**config.mk**
```make
export PLATFORM = sky130hd
export DESIGN_NAME = ysyx_25040101_ctrl_fsm
export DESIGN_NICKNAME = d
export VERILOG_FILES = /design/src/rtl/ysyx_25040101_ctrl_fsm.sv
export SDC_FILE = /design/constraint.sdc
export NUM_CORES = 1
export LEC_CHECK = 0
export CAP_MARGIN = 20
export CORE_AREA = 2 2 74 76
export CTS_CLUSTER_SIZE = 16
export DETAILED_ROUTE_END_ITERATION = 16
export DIE_AREA = 0 0 76 78
export MAX_ROUTING_LAYER = met4
export PLACE_DENSITY_LB_ADDON = 0.15
export SETUP_SLACK_MARGIN = 0.4
export SYNTH_ARGS = -nofsm -noshare
export SYNTH_HDL_FRONTEND = slang
export SYNTH_SLANG_ARGS = --single-unit
export TNS_END_PERCENT = 5
```
**constraint.sdc**
```tcl
create_clock -name clk -period 4.4 [get_ports clk]
set_input_delay 0.44 -clock clk [delete_from_list [all_inputs] [get_ports clk]]
set_output_delay 0.44 -clock clk [all_outputs]
set_load 0.01 [all_outputs]
```
**src/rtl/ysyx_25040101_ctrl_fsm.sv**
```systemverilog
// Multi-cycle minirv control sequencer: fetch handshake, decode, LSU sequencing, halt.
// Latency: ALU/jalr 2 cycles, store 3 + ready stall, load 4 + ready/response stall.
// Backpressure: holds the LSU request stable until lsu_req_ready_i; waits on lsu_rsp_valid_i.
module ysyx_25040101_ctrl_fsm #(
  parameter int XLEN         = 32,
  parameter bit ILLEGAL_HALT = 1'b1
) (
  input  logic            clk,
  input  logic            rst_n,
  input  logic            inst_valid_i,
  input  logic [31:0]     inst_i,
  output logic            inst_ready_o,
  output logic [3:0]      alu_ctrl_o,
  output logic            srcb_sel_o,
  output logic [XLEN-1:0] imm_o,
  output logic [4:0]      rs1_addr_o,
  output logic [4:0]      rs2_addr_o,
  output logic [4:0]      rd_addr_o,
  output logic            rf_wen_o,
  output logic [1:0]      rf_wsel_o,
  output logic            pc_wen_o,
  output logic            pc_sel_o,
  output logic            lsu_req_valid_o,
  input  logic            lsu_req_ready_i,
  output logic            lsu_wen_o,
  output logic [1:0]      lsu_size_o,
  input  logic            lsu_rsp_valid_i,
  output logic            halt_o,
  output logic            illegal_o
);

  typedef enum logic [2:0] {FETCH, EXEC, MEM, WAIT, HALT} state_t;

  localparam logic [3:0] ALU_ADD   = 4'b0001;
  localparam logic [3:0] ALU_SUB   = 4'b0010;
  localparam logic [3:0] ALU_PASSB = 4'b0100;

  localparam logic [1:0] WSEL_ALU = 2'b00;
  localparam logic [1:0] WSEL_LSU = 2'b01;
  localparam logic [1:0] WSEL_PC4 = 2'b10;

  state_t          state, state_nxt;
  logic [XLEN-1:0] ir;
  logic            set_illegal;
  logic            rf_wen_raw;

  logic [6:0]      opcode;
  logic [2:0]      funct3;
  logic [6:0]      funct7;
  logic            is_add, is_sub, is_addi, is_lui, is_jalr, is_load, is_store, is_ebreak;
  logic [XLEN-1:0] imm_i, imm_s, imm_u;

  assign opcode = ir[6:0];
  assign funct3 = ir[14:12];
  assign funct7 = ir[31:25];

  assign is_add    = (opcode == 7'b0110011) && (funct3 == 3'b000) && (funct7 == 7'b0000000);
  assign is_sub    = (opcode == 7'b0110011) && (funct3 == 3'b000) && (funct7 == 7'b0100000);
  assign is_addi   = (opcode == 7'b0010011) && (funct3 == 3'b000);
  assign is_lui    = (opcode == 7'b0110111);
  assign is_jalr   = (opcode == 7'b1100111) && (funct3 == 3'b000);
  assign is_load   = (opcode == 7'b0000011) && ((funct3 == 3'b010) || (funct3 == 3'b100));
  assign is_store  = (opcode == 7'b0100011) && ((funct3 == 3'b010) || (funct3 == 3'b000));
  assign is_ebreak = (ir[31:0] == 32'h0010_0073);

  assign imm_i = XLEN'($signed(ir[31:20]));
  assign imm_s = XLEN'($signed({ir[31:25], ir[11:7]}));
  assign imm_u = XLEN'($signed({ir[31:12], 12'b0}));

  assign rs1_addr_o = ir[19:15];
  assign rs2_addr_o = ir[24:20];
  assign rd_addr_o  = ir[11:7];

  // x0 is never written, whatever the instruction asked for.
  assign rf_wen_o = rf_wen_raw && (rd_addr_o != 5'd0);
  assign halt_o   = (state == HALT);

  // State, instruction register and sticky illegal flag.
  always_ff @(posedge clk) begin
    if (!rst_n) begin
      state     <= FETCH;
      ir        <= '0;
      illegal_o <= 1'b0;
    end else begin
      state <= state_nxt;
      if (state == FETCH && inst_valid_i) ir <= XLEN'(inst_i);
      if (set_illegal) illegal_o <= 1'b1;
    end
  end

  // Next-state and strobe decode from state, IR and LSU handshake.
  always_comb begin
    state_nxt       = state;
    set_illegal     = 1'b0;
    inst_ready_o    = 1'b0;
    alu_ctrl_o      = 4'b0000;
    srcb_sel_o      = 1'b0;
    imm_o           = '0;
    rf_wen_raw      = 1'b0;
    rf_wsel_o       = WSEL_ALU;
    pc_wen_o        = 1'b0;
    pc_sel_o        = 1'b0;
    lsu_req_valid_o = 1'b0;
    lsu_wen_o       = 1'b0;
    lsu_size_o      = 2'b00;

    case (state)
      FETCH: begin
        inst_ready_o = 1'b1;
        if (inst_valid_i) state_nxt = EXEC;
      end

      EXEC: begin
        state_nxt = FETCH;
        if (is_add || is_sub) begin
          alu_ctrl_o = is_sub ? ALU_SUB : ALU_ADD;
          rf_wen_raw = 1'b1;
          pc_wen_o   = 1'b1;
        end else if (is_addi || is_lui) begin
          alu_ctrl_o = is_lui ? ALU_PASSB : ALU_ADD;
          srcb_sel_o = 1'b1;
          imm_o      = is_lui ? imm_u : imm_i;
          rf_wen_raw = 1'b1;
          pc_wen_o   = 1'b1;
        end else if (is_jalr) begin
          alu_ctrl_o = ALU_ADD;
          srcb_sel_o = 1'b1;
          imm_o      = imm_i;
          rf_wen_raw = 1'b1;
          rf_wsel_o  = WSEL_PC4;
          pc_wen_o   = 1'b1;
          pc_sel_o   = 1'b1;
        end else if (is_load || is_store) begin
          // Address computed here; the request itself goes out from MEM.
          alu_ctrl_o = ALU_ADD;
          srcb_sel_o = 1'b1;
          imm_o      = is_store ? imm_s : imm_i;
          state_nxt  = MEM;
        end else if (is_ebreak) begin
          state_nxt = HALT;
        end else if (ILLEGAL_HALT) begin
          state_nxt   = HALT;
          set_illegal = 1'b1;
        end else begin
          pc_wen_o = 1'b1;
        end
      end

      MEM: begin
        // IR is frozen here, so every request field is stable until accepted.
        alu_ctrl_o      = ALU_ADD;
        srcb_sel_o      = 1'b1;
        imm_o           = is_store ? imm_s : imm_i;
        lsu_req_valid_o = 1'b1;
        lsu_wen_o       = is_store;
        lsu_size_o      = (funct3 == 3'b010) ? 2'b10 : 2'b00;
        if (lsu_req_ready_i) begin
          if (is_store) begin
            pc_wen_o  = 1'b1;
            state_nxt = FETCH;
          end else begin
            state_nxt = WAIT;
          end
        end
      end

      WAIT: begin
        if (lsu_rsp_valid_i) begin
          rf_wen_raw = 1'b1;
          rf_wsel_o  = WSEL_LSU;
          pc_wen_o   = 1'b1;
          state_nxt  = FETCH;
        end
      end

      HALT: state_nxt = HALT;

      default: state_nxt = FETCH;
    endcase
  end

endmodule

```
# After elaboration in Yosys (flattened, before gate mapping)
# Cells that the tools add are included.
# Widths: inputs -> output; s select.
# totals
in_bits	37
register_bits	36
elab_cells	94
out_inout_bits	64
# op_classes
mux	55
n_eq_ne	17
n_reduce_logical	19
# ops
op	count
$mux 32	4
$pmux 32 s2	1
$eq 32x21->1 const B	1
$mux 31	1
$mux 3	10
$eq 7x6->1 const B	4
$mux 1	25
$pmux 3 s5	1
$mux 2	7
$eq 3x2->1 const B	3
$logic_and 1x1->1	9
$eq 7x2->1 const B	1
$eq 7x5->1 const B	1
$eq 7x7->1 const B	1
$logic_not 7->1	1
$eq 3x3->1 const B	2
$logic_not 3->1	2
$ne 2x2->1 const B	3
$pmux 3 s2	1
$logic_or 1x1->1	5
$mux 5	1
$reduce_bool 5->1	1
$pmux 1 s2	2
$pmux 2 s2	1
other kinds (3)	3

# Depth between registers and ports, before layout
# logic_depth
ltp_word	9
ltp_mapped	7
ltp_nobuf	5

# Worst setup path before layout
# No wires, ideal clock.
# synth_timing
path_kind	register to output
startpoint	register ir[14]
endpoint	output rf_wen_o
required_ps	3960
path_buffers	1
arrival_ps	2006
slack_ps	1954
path_stages_with_launch	7
cell_sequence	dfxtp_1 -> clkbuf_2 -> or3b_4 -> or4_1 -> nor2_1 -> o21ai_1 -> a211oi_1
# synth_via
elab_chain_cells	7
elab_cells_between_ends	13
cone_classes	4 x mux; 9 x reduce/logical
# synth_rtl
item	line_no	text
from (decl)	43	logic [XLEN-1:0] ir;
from (signal assigned)	86	if (state == FETCH && inst_valid_i) ir <= XLEN'(inst_i);
$logic_not 3->1 (*)	--	
$logic_and 1x1->1 (on tied branches)	--	
$mux 1 (tied with other cells)	125	end else if (is_jalr) begin
$mux 1 or $logic_or 1x1->1 (tied branches)	--	
$mux 1 (*)	--	
$pmux 1 s2 (*)	107	case (state)
$logic_and 1x1->1 (*)	75	assign rf_wen_o = rf_wen_raw && (rd_addr_o != 5'd0);
to (decl)	19	output logic rf_wen_o,
# Every way passes the cells marked *; elsewhere a longest branch is shown, timed or not.

# Worst setup path after layout
# layout_timing
startpoint	register ir[31]
endpoint	output imm_o[13]
# layout_via
elab_chain_cells	5
elab_cells_between_ends	11
cone_classes	1 x eq/ne; 6 x mux; 4 x reduce/logical
# layout_rtl
item	line_no	text
$eq 7x6->1 (tied with other cells)	58	assign is_sub = (opcode == 7'b0110011) && (funct3 == 3'b000) && (funct7 == 7'b0100000);
$logic_and 1x1->1 (tied with other cells)	58	
$logic_or 1x1->1 or $mux 32 (tied branches)	115, 119	
$mux 32	115	if (is_add || is_sub) begin
$pmux 32 s2 (*)	107	
to (decl)	15	output logic [XLEN-1:0] imm_o,
# Marked as above.

==> impl_metrics.json <==
{
  "min_period_over_period": 0.811,
  "final_util": 0.642,
  "power_density_nw_per_um2": 242,
  "worst_ep_required_time_ps": 3960,
  "fmax_mhz": 280,
  "hold_viol_final": 0,
  "seq_area_frac_synth": 0.318,
  "drc": 0,
  "synthesis.area_um2": 2260,
  "cts_resized": 0,
  "clock-sinks": 36,
  "grt_start_max_net_pins": 37,
  "slew_headroom": 0.259,
  "drv_slew": 0,
  "cts_buffers": 5,
  "firstDrtPassIters": 4,
  "vias_per_cell": 5.29,
  "clock_latency_ps": 290,
  "critPathSlowestCell": "or4_1",
  "cts_max_path_buffers": 2,
  "cpPeakStageDelay_ps": 580,
  "drt-wirelength-per-cell_um": 15.0,
  "drt_iter0_drc": 168,
  "dp.final_hpwl_mm": 4.81,
  "die_x_um": 76,
  "rsz0062_at_grt": "false",
  "worstMarginPinSlew_ps": 1110,
  "grtUsageTotal": 0.232,
  "final_nets": 420,
  "peakVddDrop_v": 0.000178,
  "finalSetupTns_ps": 0,
  "gp_congestion": 0.937,
  "routed_wl_mm": 6.79,
  "ys_warn_count": 0,
  "synth.distinct_cells": 49,
  "finalSetupViolations": 0,
  "layout_commonest_cell": "clkdlybuf4s50_1",
  "antenna_found_initial": 0,
  "hold_slack_ps": 470,
  "period_minus_slack_ps": 3570,
  "skew_ps": 9.25,
  "die_h_um": 78,
  "row_count": 26,
  "dieArea_um2": 5930,
  "hold_start": "ir[0]",
  "gr-total-overflow": 0,
  "grt_first_pass_wirelength_mm": 10.8,
  "min_path_type": "reg2reg",
  "n_antenna_cell": 0,
  "synth_area_per_cell_um2": 7.23,
  "io_pins": 101,
  "crit_start": "ir[31]",
  "drive_gt1_frac": 0.0496,
  "power_leakage_nw": 1.26,
  "area_delta_synth_final_pct": 43.1,
  "htree_levels": 2,
  "path_max_fanout": 20,
  "crit_chain": "or4_1 -> nor4_1 -> a21oi_1 -> o2111ai_1 -> buf_4 -> nand3_1 -> clkdlybuf4s50_1",
  "cts_tree": "yes",
  "clkSlewWorstSetupHoldPaths_ps": 70,
  "critPathCaptureType": "primary output",
  "num_vias": 2396,
  "port_buffers": 98,
  "post-cts-setup-buffers": 0,
  "core_um2": 5040,
  "cap_violations": 0,
  "layout_common_cells": "clkdlybuf4s50_1 (98), nand2_1 (93), a21boi_0 (39), dfxtp_1 (36), nand3_1 (22)",
  "run_status": "completed",
  "syn_inst": 313,
  "r2r_start": "state[1]",
  "synth.ff_latch_count": 36,
  "arrival_ps": 3130,
  "start_kind": "flip-flop",
  "worstSetupPathType": "reg2out",
  "ant_nets": 0,
  "holdBufCountCts": 0,
  "initial_core_util": 0.449,
  "grt_pass1_vias": 2063,
  "cts-root-buf": "clkbuf_8"
}
==> cell families (layout without fill, tap and decap cells) <==
| logic type | after synthesis | count (layout) | share of synthesized area |
|---|---|---|---|
| buffers and inverters | 44 | 113 | 0.108 |
| other | 1 | 2 | 0.00166 |
| AND/OR/NAND/NOR | 162 | 162 | 0.334 |
| AO/OA/AOI/OAI | 68 | 68 | 0.230 |
| flip-flops | 36 | 36 | 0.318 |
| XOR/XNOR | 2 | 2 | 0.00774 |
==> where the power goes <==
group	internal (mW)	switching, mW
registers	0.351	0.0336
clock network	0.108	0.118
logic	0.0936	0.0817
==> flip-flops by register name, summed over array words and instances (netlist names) <==
| register | flops |
|---|---|
| ir | 32 |
| state | 3 |
| illegal_o | 1 |
==> per-layer routing <==
layer	wire, um	GRT usage	up-vias
li1	-	-	1197
met3	429	0.0465	11
met5	0	-	-
met1	3150	0.313	1088
met4	118	0.0764	0
met2	3080	0.350	100
==> synthesized netlist by cell type (all sizes together) <==
| library cell | instances | area share |
|---|---|---|
| a21boi | 39 | 0.13 |
| a211oi | 3 | 0.0099 |
| or3b | 2 | 0.0088 |
| nand3 | 22 | 0.049 |
| o31ai | 1 | 0.0033 |
| buf | 21 | 0.069 |
| o21ai | 2 | 0.0044 |
| a2bb2oi | 1 | 0.0066 |
| o22ai | 1 | 0.0028 |
| o311ai | 2 | 0.0077 |
| conb | 1 | 0.0017 |
| nor4b | 1 | 0.0039 |
| nand2 | 93 | 0.15 |
| inv | 4 | 0.0066 |
| nor3b | 1 | 0.0033 |
| nor2 | 9 | 0.015 |
| o2111ai | 1 | 0.0039 |
| and4b | 1 | 0.0044 |
| clkbuf | 19 | 0.032 |
| nor3 | 6 | 0.013 |
| a41oi | 1 | 0.0039 |
| o211a | 2 | 0.0088 |
| nand2b | 3 | 0.0083 |
| or4 | 4 | 0.015 |
| a22o | 5 | 0.019 |
| o21a | 2 | 0.0066 |
| and2 | 2 | 0.0055 |
| or4b | 2 | 0.0088 |
| dfxtp | 36 | 0.32 |
| o211ai | 3 | 0.0099 |
| a31oi | 1 | 0.0028 |
| nand4 | 2 | 0.0055 |
| and3 | 4 | 0.011 |
| a21oi | 4 | 0.011 |
| or3 | 1 | 0.0028 |
| nand3b | 2 | 0.0066 |
| nor4 | 4 | 0.011 |
| xnor2 | 1 | 0.0039 |
| or2 | 2 | 0.0055 |
| xor2 | 1 | 0.0039 |
| nor2b | 1 | 0.0028 |
==> final timing paths <==
| path | endpoint | slack [ps] | cells after the start |
|---|---|---|---|
| worst min-delay path | ir[0] | 470 | 2 |
| worst max register to register | ir[3] | 2150 | 5 |
| worst max-delay path | imm_o[13] | 830 | 7 |
| worst min register to register | ir[0] | 470 | 2 |
==> critical path: cells and delay by family, from the launching register on <==
family	cells	cell delay, ps
simple gates	3	1280
buf+inv	2	820
flops	1	350
compound gates	2	390
==> layout make-up <==
cell class,count,area [um^2]
well taps,70,87.6
flip-flops and latches,36,721
multi-input cells,234,1310
inverters,4,15.0
fillers,466,1800
repair buffers,102,1030
clock buffers,6,72.6
clock inverters,1,5.00
==> stage by stage <==
stage / setup WS (ps) / instance area, um^2 / instances / power (mW)
final: 834 / 3240 / 453 / 0.785
after global routing: 638 / 3240 / 453 / 0.824
after CTS: 871 / 3210 / 452 / 0.783
after detailed placement: 1230 / 3130 / 445 / 0.560
after global placement: 1210 / 3130 / 445 / 0.558
after floorplan: 1950 / 2270 / 314 / 0.485
No activity file was read; power rests on OpenSTA's default activity.
